**config.mk**
```make
export PLATFORM = sky130hd
export DESIGN_NAME = control_unit
export DESIGN_NICKNAME = d
export VERILOG_FILES = /design/src/rtl/control_unit_pkg.sv /design/src/rtl/control_unit_op_classify.sv /design/src/rtl/control_unit.sv
export SDC_FILE = /design/constraint.sdc
export NUM_CORES = 1
export LEC_CHECK = 0
export ABC_AREA = 0
export CAP_MARGIN = 15
export CORE_ASPECT_RATIO = 1.1
export CORE_MARGIN = 8
export CORE_UTILIZATION = 30
export CTS_CLUSTER_DIAMETER = 100
export DETAILED_ROUTE_END_ITERATION = 8
export PLACE_DENSITY_LB_ADDON = 0.12
export SKIP_CTS_REPAIR_TIMING = 1
export SLEW_MARGIN = 15
export SYNTH_ARGS = -nofsm -noshare
export SYNTH_HDL_FRONTEND = slang
export SYNTH_SLANG_ARGS = --single-unit
```
**constraint.sdc**
```tcl
create_clock -name clk -period 1.72 [get_ports clk]
set_input_delay 0.172 -clock clk [delete_from_list [all_inputs] [get_ports clk]]
set_output_delay 0.172 -clock clk [all_outputs]
set_load 0.05 [all_outputs]
```
**src/rtl/control_unit_pkg.sv**
```systemverilog
// Shared definitions for the control sequencer: opcodes, ALU codes, state encoding and IR field positions.
// The opcode classifier and the top import this package.
package control_unit_pkg;

  localparam int OPW  = 5;
  localparam int ALUW = 5;

  // IR field positions
  localparam int OP_HI = 31;
  localparam int OP_LO = 27;
  localparam int RA_HI = 26;
  localparam int RA_LO = 23;
  localparam int RB_HI = 22;
  localparam int RB_LO = 19;
  localparam int RC_HI = 18;
  localparam int RC_LO = 15;

  // Opcodes
  localparam logic [OPW-1:0] OP_ADD  = 5'b00011;
  localparam logic [OPW-1:0] OP_SUB  = 5'b00100;
  localparam logic [OPW-1:0] OP_AND  = 5'b00101;
  localparam logic [OPW-1:0] OP_OR   = 5'b00110;
  localparam logic [OPW-1:0] OP_SHR  = 5'b00111;
  localparam logic [OPW-1:0] OP_SHRA = 5'b01000;
  localparam logic [OPW-1:0] OP_SHL  = 5'b01001;
  localparam logic [OPW-1:0] OP_ROR  = 5'b01010;
  localparam logic [OPW-1:0] OP_ROL  = 5'b01011;
  localparam logic [OPW-1:0] OP_ADDI = 5'b01100;
  localparam logic [OPW-1:0] OP_ANDI = 5'b01101;
  localparam logic [OPW-1:0] OP_ORI  = 5'b01110;
  localparam logic [OPW-1:0] OP_MUL  = 5'b01111;
  localparam logic [OPW-1:0] OP_DIV  = 5'b10000;
  localparam logic [OPW-1:0] OP_NOP  = 5'b11010;
  localparam logic [OPW-1:0] OP_HALT = 5'b11011;

  // ALU_Control codes
  localparam logic [ALUW-1:0] ALU_NONE  = 5'd0;
  localparam logic [ALUW-1:0] ALU_ADD   = 5'd1;
  localparam logic [ALUW-1:0] ALU_SUB   = 5'd2;
  localparam logic [ALUW-1:0] ALU_AND   = 5'd3;
  localparam logic [ALUW-1:0] ALU_OR    = 5'd4;
  localparam logic [ALUW-1:0] ALU_MUL   = 5'd5;
  localparam logic [ALUW-1:0] ALU_DIV   = 5'd6;
  localparam logic [ALUW-1:0] ALU_SHR   = 5'd7;
  localparam logic [ALUW-1:0] ALU_SHL   = 5'd8;
  localparam logic [ALUW-1:0] ALU_SHRA  = 5'd9;
  localparam logic [ALUW-1:0] ALU_ROR   = 5'd10;
  localparam logic [ALUW-1:0] ALU_ROL   = 5'd11;
  localparam logic [ALUW-1:0] ALU_INCPC = 5'd12;

  typedef enum logic [3:0] {
    ST_RESET = 4'd0,
    ST_T0    = 4'd1,
    ST_T1    = 4'd2,
    ST_T2    = 4'd3,
    ST_T3    = 4'd4,
    ST_T4    = 4'd5,
    ST_T5    = 4'd6,
    ST_T6    = 4'd7,
    ST_HALT  = 4'd8
  } state_t;

endpackage

```
**src/rtl/control_unit_op_classify.sv**
```systemverilog
// Pure combinational opcode decoder: instruction class flags plus the ALU operation used in T4.
module op_classify
  import control_unit_pkg::*;
(
  input  logic [4:0] opcode,
  output logic       is_rtype,
  output logic       is_itype,
  output logic       is_muldiv,
  output logic       is_nop,
  output logic       is_halt,
  output logic       is_illegal,
  output logic [4:0] alu_op
);

  always_comb begin
    is_rtype   = 1'b0;
    is_itype   = 1'b0;
    is_muldiv  = 1'b0;
    is_nop     = 1'b0;
    is_halt    = 1'b0;
    is_illegal = 1'b0;
    alu_op     = ALU_NONE;
    case (opcode)
      OP_ADD:  begin is_rtype  = 1'b1; alu_op = ALU_ADD;  end
      OP_SUB:  begin is_rtype  = 1'b1; alu_op = ALU_SUB;  end
      OP_AND:  begin is_rtype  = 1'b1; alu_op = ALU_AND;  end
      OP_OR:   begin is_rtype  = 1'b1; alu_op = ALU_OR;   end
      OP_SHR:  begin is_rtype  = 1'b1; alu_op = ALU_SHR;  end
      OP_SHRA: begin is_rtype  = 1'b1; alu_op = ALU_SHRA; end
      OP_SHL:  begin is_rtype  = 1'b1; alu_op = ALU_SHL;  end
      OP_ROR:  begin is_rtype  = 1'b1; alu_op = ALU_ROR;  end
      OP_ROL:  begin is_rtype  = 1'b1; alu_op = ALU_ROL;  end
      OP_ADDI: begin is_itype  = 1'b1; alu_op = ALU_ADD;  end
      OP_ANDI: begin is_itype  = 1'b1; alu_op = ALU_AND;  end
      OP_ORI:  begin is_itype  = 1'b1; alu_op = ALU_OR;   end
      OP_MUL:  begin is_muldiv = 1'b1; alu_op = ALU_MUL;  end
      OP_DIV:  begin is_muldiv = 1'b1; alu_op = ALU_DIV;  end
      OP_NOP:  is_nop  = 1'b1;
      OP_HALT: is_halt = 1'b1;
      default: is_illegal = 1'b1;
    endcase
  end

endmodule

```
**src/rtl/control_unit.sv**
```systemverilog
// Hardwired Moore sequencer for the single-bus datapath: fetch, decode and execute microsteps.
// Outputs depend only on the current state and the opcode field of IR.
module control_unit
  import control_unit_pkg::*;
(
  input  logic        clk,
  input  logic        clr,
  input  logic [31:0] IR,
  input  logic        mem_ready,
  input  logic        stop,
  output logic        PCout,
  output logic        Zlowout,
  output logic        Zhighout,
  output logic        HIout,
  output logic        LOout,
  output logic        MDRout,
  output logic        Cout,
  output logic        PCin,
  output logic        MARin,
  output logic        MDRin,
  output logic        IRin,
  output logic        Yin,
  output logic        Zin,
  output logic        HIin,
  output logic        LOin,
  output logic        Read,
  output logic        Gra,
  output logic        Grb,
  output logic        Grc,
  output logic        Rin,
  output logic        Rout,
  output logic [4:0]  ALU_Control,
  output logic        Run,
  output logic        illegal_op
);

  state_t     state_reg, state_next;
  logic       is_rtype, is_itype, is_muldiv, is_nop, is_halt, is_illegal;
  logic [4:0] alu_op;

  // Register fields are consumed by the datapath select logic, not here.
  logic unused_ir_fields;
  assign unused_ir_fields = ^IR[RA_HI:0];

  op_classify u_op_classify (
    .opcode     (IR[OP_HI:OP_LO]),
    .is_rtype   (is_rtype),
    .is_itype   (is_itype),
    .is_muldiv  (is_muldiv),
    .is_nop     (is_nop),
    .is_halt    (is_halt),
    .is_illegal (is_illegal),
    .alu_op     (alu_op)
  );

  always_ff @(posedge clk) begin
    if (clr) state_reg <= ST_RESET;
    else     state_reg <= state_next;
  end

  always_comb begin
    state_next = state_reg;
    case (state_reg)
      ST_RESET: state_next = ST_T0;
      ST_T0:    state_next = ST_T1;
      ST_T1:    state_next = mem_ready ? ST_T2 : ST_T1;
      ST_T2:    state_next = ST_T3;
      ST_T3: begin
        if (is_halt)                               state_next = ST_HALT;
        else if (is_rtype || is_itype || is_muldiv) state_next = ST_T4;
        else if (is_nop || is_illegal)             state_next = ST_T0;
        else                                       state_next = ST_T0;
      end
      ST_T4:    state_next = ST_T5;
      ST_T5:    state_next = is_muldiv ? ST_T6 : ST_T0;
      ST_T6:    state_next = ST_T0;
      ST_HALT:  state_next = ST_HALT;
      default:  state_next = ST_RESET;
    endcase
    // A stop request is honoured only at an instruction boundary.
    if (stop && state_next == ST_T0) state_next = ST_HALT;
  end

  always_comb begin
    PCout       = 1'b0;
    Zlowout     = 1'b0;
    Zhighout    = 1'b0;
    HIout       = 1'b0;
    LOout       = 1'b0;
    MDRout      = 1'b0;
    Cout        = 1'b0;
    PCin        = 1'b0;
    MARin       = 1'b0;
    MDRin       = 1'b0;
    IRin        = 1'b0;
    Yin         = 1'b0;
    Zin         = 1'b0;
    HIin        = 1'b0;
    LOin        = 1'b0;
    Read        = 1'b0;
    Gra         = 1'b0;
    Grb         = 1'b0;
    Grc         = 1'b0;
    Rin         = 1'b0;
    Rout        = 1'b0;
    ALU_Control = ALU_NONE;
    Run         = (state_reg != ST_HALT);
    illegal_op  = 1'b0;
    case (state_reg)
      ST_T0: begin
        PCout = 1'b1; MARin = 1'b1; Zin = 1'b1;
        ALU_Control = ALU_INCPC;
      end
      // Holding here re-latches the same Z into PC, so stalls are harmless.
      ST_T1: begin
        Zlowout = 1'b1; PCin = 1'b1; Read = 1'b1; MDRin = 1'b1;
      end
      ST_T2: begin
        MDRout = 1'b1; IRin = 1'b1;
      end
      ST_T3: begin
        if (is_rtype || is_itype) begin
          Grb = 1'b1; Rout = 1'b1; Yin = 1'b1;
        end else if (is_muldiv) begin
          Gra = 1'b1; Rout = 1'b1; Yin = 1'b1;
        end
        illegal_op = is_illegal;
      end
      ST_T4: begin
        if (is_rtype) begin
          Grc = 1'b1; Rout = 1'b1; Zin = 1'b1; ALU_Control = alu_op;
        end else if (is_itype) begin
          Cout = 1'b1; Zin = 1'b1; ALU_Control = alu_op;
        end else if (is_muldiv) begin
          Grb = 1'b1; Rout = 1'b1; Zin = 1'b1; ALU_Control = alu_op;
        end
      end
      ST_T5: begin
        if (is_rtype || is_itype) begin
          Zlowout = 1'b1; Gra = 1'b1; Rin = 1'b1;
        end else if (is_muldiv) begin
          Zlowout = 1'b1; LOin = 1'b1;
        end
      end
      ST_T6: begin
        if (is_muldiv) begin
          Zhighout = 1'b1; HIin = 1'b1;
        end
      end
      default: ;
    endcase
  end

endmodule

```
==> run_results.csv <==
group,metric,value,unit
status,status,"finished with violations",
status,violations,"negative setup slack",
detailed_routing,firstDrtPassIters,4,
clocking,cts_tree,"done",
worst_setup_path,end_kind,"output pin",
detailed_routing,vias,943,
detailed_routing,vias_per_cell,5.181,
finish,final_nets,190,
power_and_ir_drop,comb_power_share,82.2,%
synthesis,ys_top_cells_by_count,"8 x buf_4, 8 x nor2_1, 8 x nor3_1",
power_and_ir_drop,powerDensity,1007,nW/um2
clocking,cts_sinks,4,
power_and_ir_drop,power.total,1693,uW
synthesis,synth_largest_area_cell,"dfxtp_1",
synthesis,synth-seq-cells,4,
synthesis,ys_seq_area_share,11.15,%
synthesis,synth_top_cell_area_share,11.15,%
floorplanning,die_y,67.32,um
timing,finalSetupTns,-0.1956,ns
power_and_ir_drop,p_sw,839.3,uW
worst_hold_path,hold_path_depth,2,
floorplanning,ios,64,
timing,skew,0.001447,ns
clocking,clock_path_buffers,2,
timing,rsz0062_at_grt,"true",
detailed_routing,postRouteAntennaNets,0,
global_routing,globalRoute.totalOverflow,0,
timing,period_share,103.1,%
clocking,h-tree-depth,1,
floorplanning,die_w,62.65,um
finish,antenna_cells,0,
worst_setup_path,start_kind,"register",
place,gp_congestion,0.8663,
floorplanning,start_util,31.89,%
synthesis,synth_cell_type_count,49,
detailed_routing,wl,2649,um
clocking,root_buffer,"clkbuf_4",
floorplanning,rows,18,
place,portBuffers,33,
timing,fin_ws,-0.05365,ns
power_and_ir_drop,p_leak,0.0007155,uW
synthesis,synthFlopType,"dfxtp_1",
worst_setup_path,criticalPathCategory,"register to output pin",
global_routing,grt_max_degree,10,
synthesis,synth_area_per_cell,7.254,um2
floorplanning,coreArea,2252,um2
global_routing,grt_pass1_vias,904,
power_and_ir_drop,ir_worst_vdd,0.7235,mV
place,dpl_cell_area,1519,um2
power_and_ir_drop,swShare,49.58,%
run,drv_cap,0,
worst_setup_path,worstPathArrival,1.60,ns
global_routing,grt_pass1_wl,4229,um
worst_setup_path,path_max_fanout,6,
clocking,cts-buffers-inserted,3,
finish,area_growth,134.0,%
global_routing,grt_antenna_before_repair,0,
timing,drv_slew,0,
synthesis,async_reset_ff_share,0,%
clocking,path_clk_slew,0.04,ns
synthesis,syn_area,718.2,um2
detailed_routing,wl_per_cell,14.55,um
timing,min_period,1.774,ns
timing,fmax,0.5638,GHz
floorplanning,die-area,4217,um2
detailed_routing,drt_iter0_markers,27,
power_and_ir_drop,clkPwrFrac,6.7,%
finish,largest_register_ffs,4,
synthesis,synth_edf_count,0,
finish,layout-drive-gt1-share,63.82,%
finish,fill_cells,153,
place,hpwlAfterDp,2202,um
clocking,clk_latency,0.23,ns
global_routing,gr-usage-all-layers,12.00,%
worst_setup_path,r2r.worst_path.cells,5,
finish,multi_input_area,719.4,um2
timing,hold_viol,0,
worst_setup_path,worstPathRequired,1.55,ns
timing,finalSetupViolCount,6,
synthesis,synth_area_leaders,"dfxtp_1 11%, buf_4 8.4%, nor3_1 5.6%",
worst_hold_path,hold_class,"register to register",
finish,register_area,88.84,um2
synthesis,syn_inst,99,
power_and_ir_drop,intPower,853.5,uW
power_and_ir_drop,power.share.sequential,11.1,%
worst_setup_path,r2r_setup_slack,0.05,ns
detailed_routing,route.detailed.drc,0,
finish,final_area,1680,um2
synthesis,yosys_warnings,0,
-- per-layer routing --
metal	up-vias	wire, um	GRT usage (%)
met5	-	0	0
met4	0	0	3.419
met3	0	139	2.152
met2	34	1405	23.93
met1	437	1104	12.76
li1	472	-	-
-- per-stage QoR --
stage | worst slack (ns) | std cells | utilization [%] | hold slack (ns)
5_1_grt | -0.1018 | 182 | 74.61 | 0.5703
6_report | -0.05365 | 182 | 74.61 | 0.5387
3_3_place_gp | -0.3197 | 173 | 67.44 | 0.5931
2_1_floorplan | -0.1826 | 101 | - | 0.2711
3_5_place_dp | -0.3769 | 173 | 67.44 | 0.5953
4_1_cts | -0.3790 | 176 | 68.44 | 0.5558
-- critical path: stages, from the launching register on --
cell and delay (ns):
dfxtp_4 0.35, nand2b_4 0.15, or3_4 0.45, o31ai_4 0.24, buf_12 0.17
-- placed cells by master, fill, tap and decap left out, types with 2 or more instances in the layout --
master           Yosys  routed
nor3_4               0       5
inv_1                4       4
clkbuf_4             0       3
dlymetal6s2s_1       0       3
nor3_2               0       2
conb_1               1       3
nor2_1               8       5
a2bb2oi_1            2       2
clkdlybuf4s50_1      0       3
nor2_2               0       3
buf_12               0      23
buf_6                2       4
dfxtp_4              0       2
nor2b_1              3       3
or3_4                0       3
mux2i_1              3       3
nand2_1              4       4
buf_4                8      28
a22oi_2              1       2
-- kinds of logic after synthesis --
kind of cell / Yosys count / share of synthesized area, %
and+or+nand+nor: 42 / 35.02
AOI/OAI and AO/OA: 27 / 29.27
buffers and inverters: 20 / 17.25
DFF: 4 / 11.15
muxes: 3 / 4.181
adders and majority gates: 1 / 1.394
other: 1 / 0.5221
xor gates and xnor gates: 1 / 1.220
-- path summary, 6_finish.rpt --
| kind | startpoint | endpoint |
|---|---|---|
| worst max-delay path | state_reg[1] | ALU_Control[3] |
| worst min-delay path | state_reg[0] | state_reg[1] |
| worst max register to register | state_reg[3] | state_reg[3] |
| worst min register to register | state_reg[0] | state_reg[1] |
-- final cells by class --
type / count / area share [%]
inverters: 5 / 1.117
well taps: 30 / 2.234
clock buffers: 3 / 1.340
multi-input cells: 77 / 42.81
repair buffers: 63 / 47.21
flip-flops and latches: 4 / 5.287
-- power groups by stage --
stage	sequential [uW]	combinational (uW)	clock, uW
2_1_floorplan	171	770	0
3_3_place_gp	170	1290	0
3_5_place_dp	171	1300	0
4_1_cts	172	1310	119
5_1_grt	196	1450	133
6_report	187	1390	114
No activity file was read; power rests on OpenSTA's default activity.
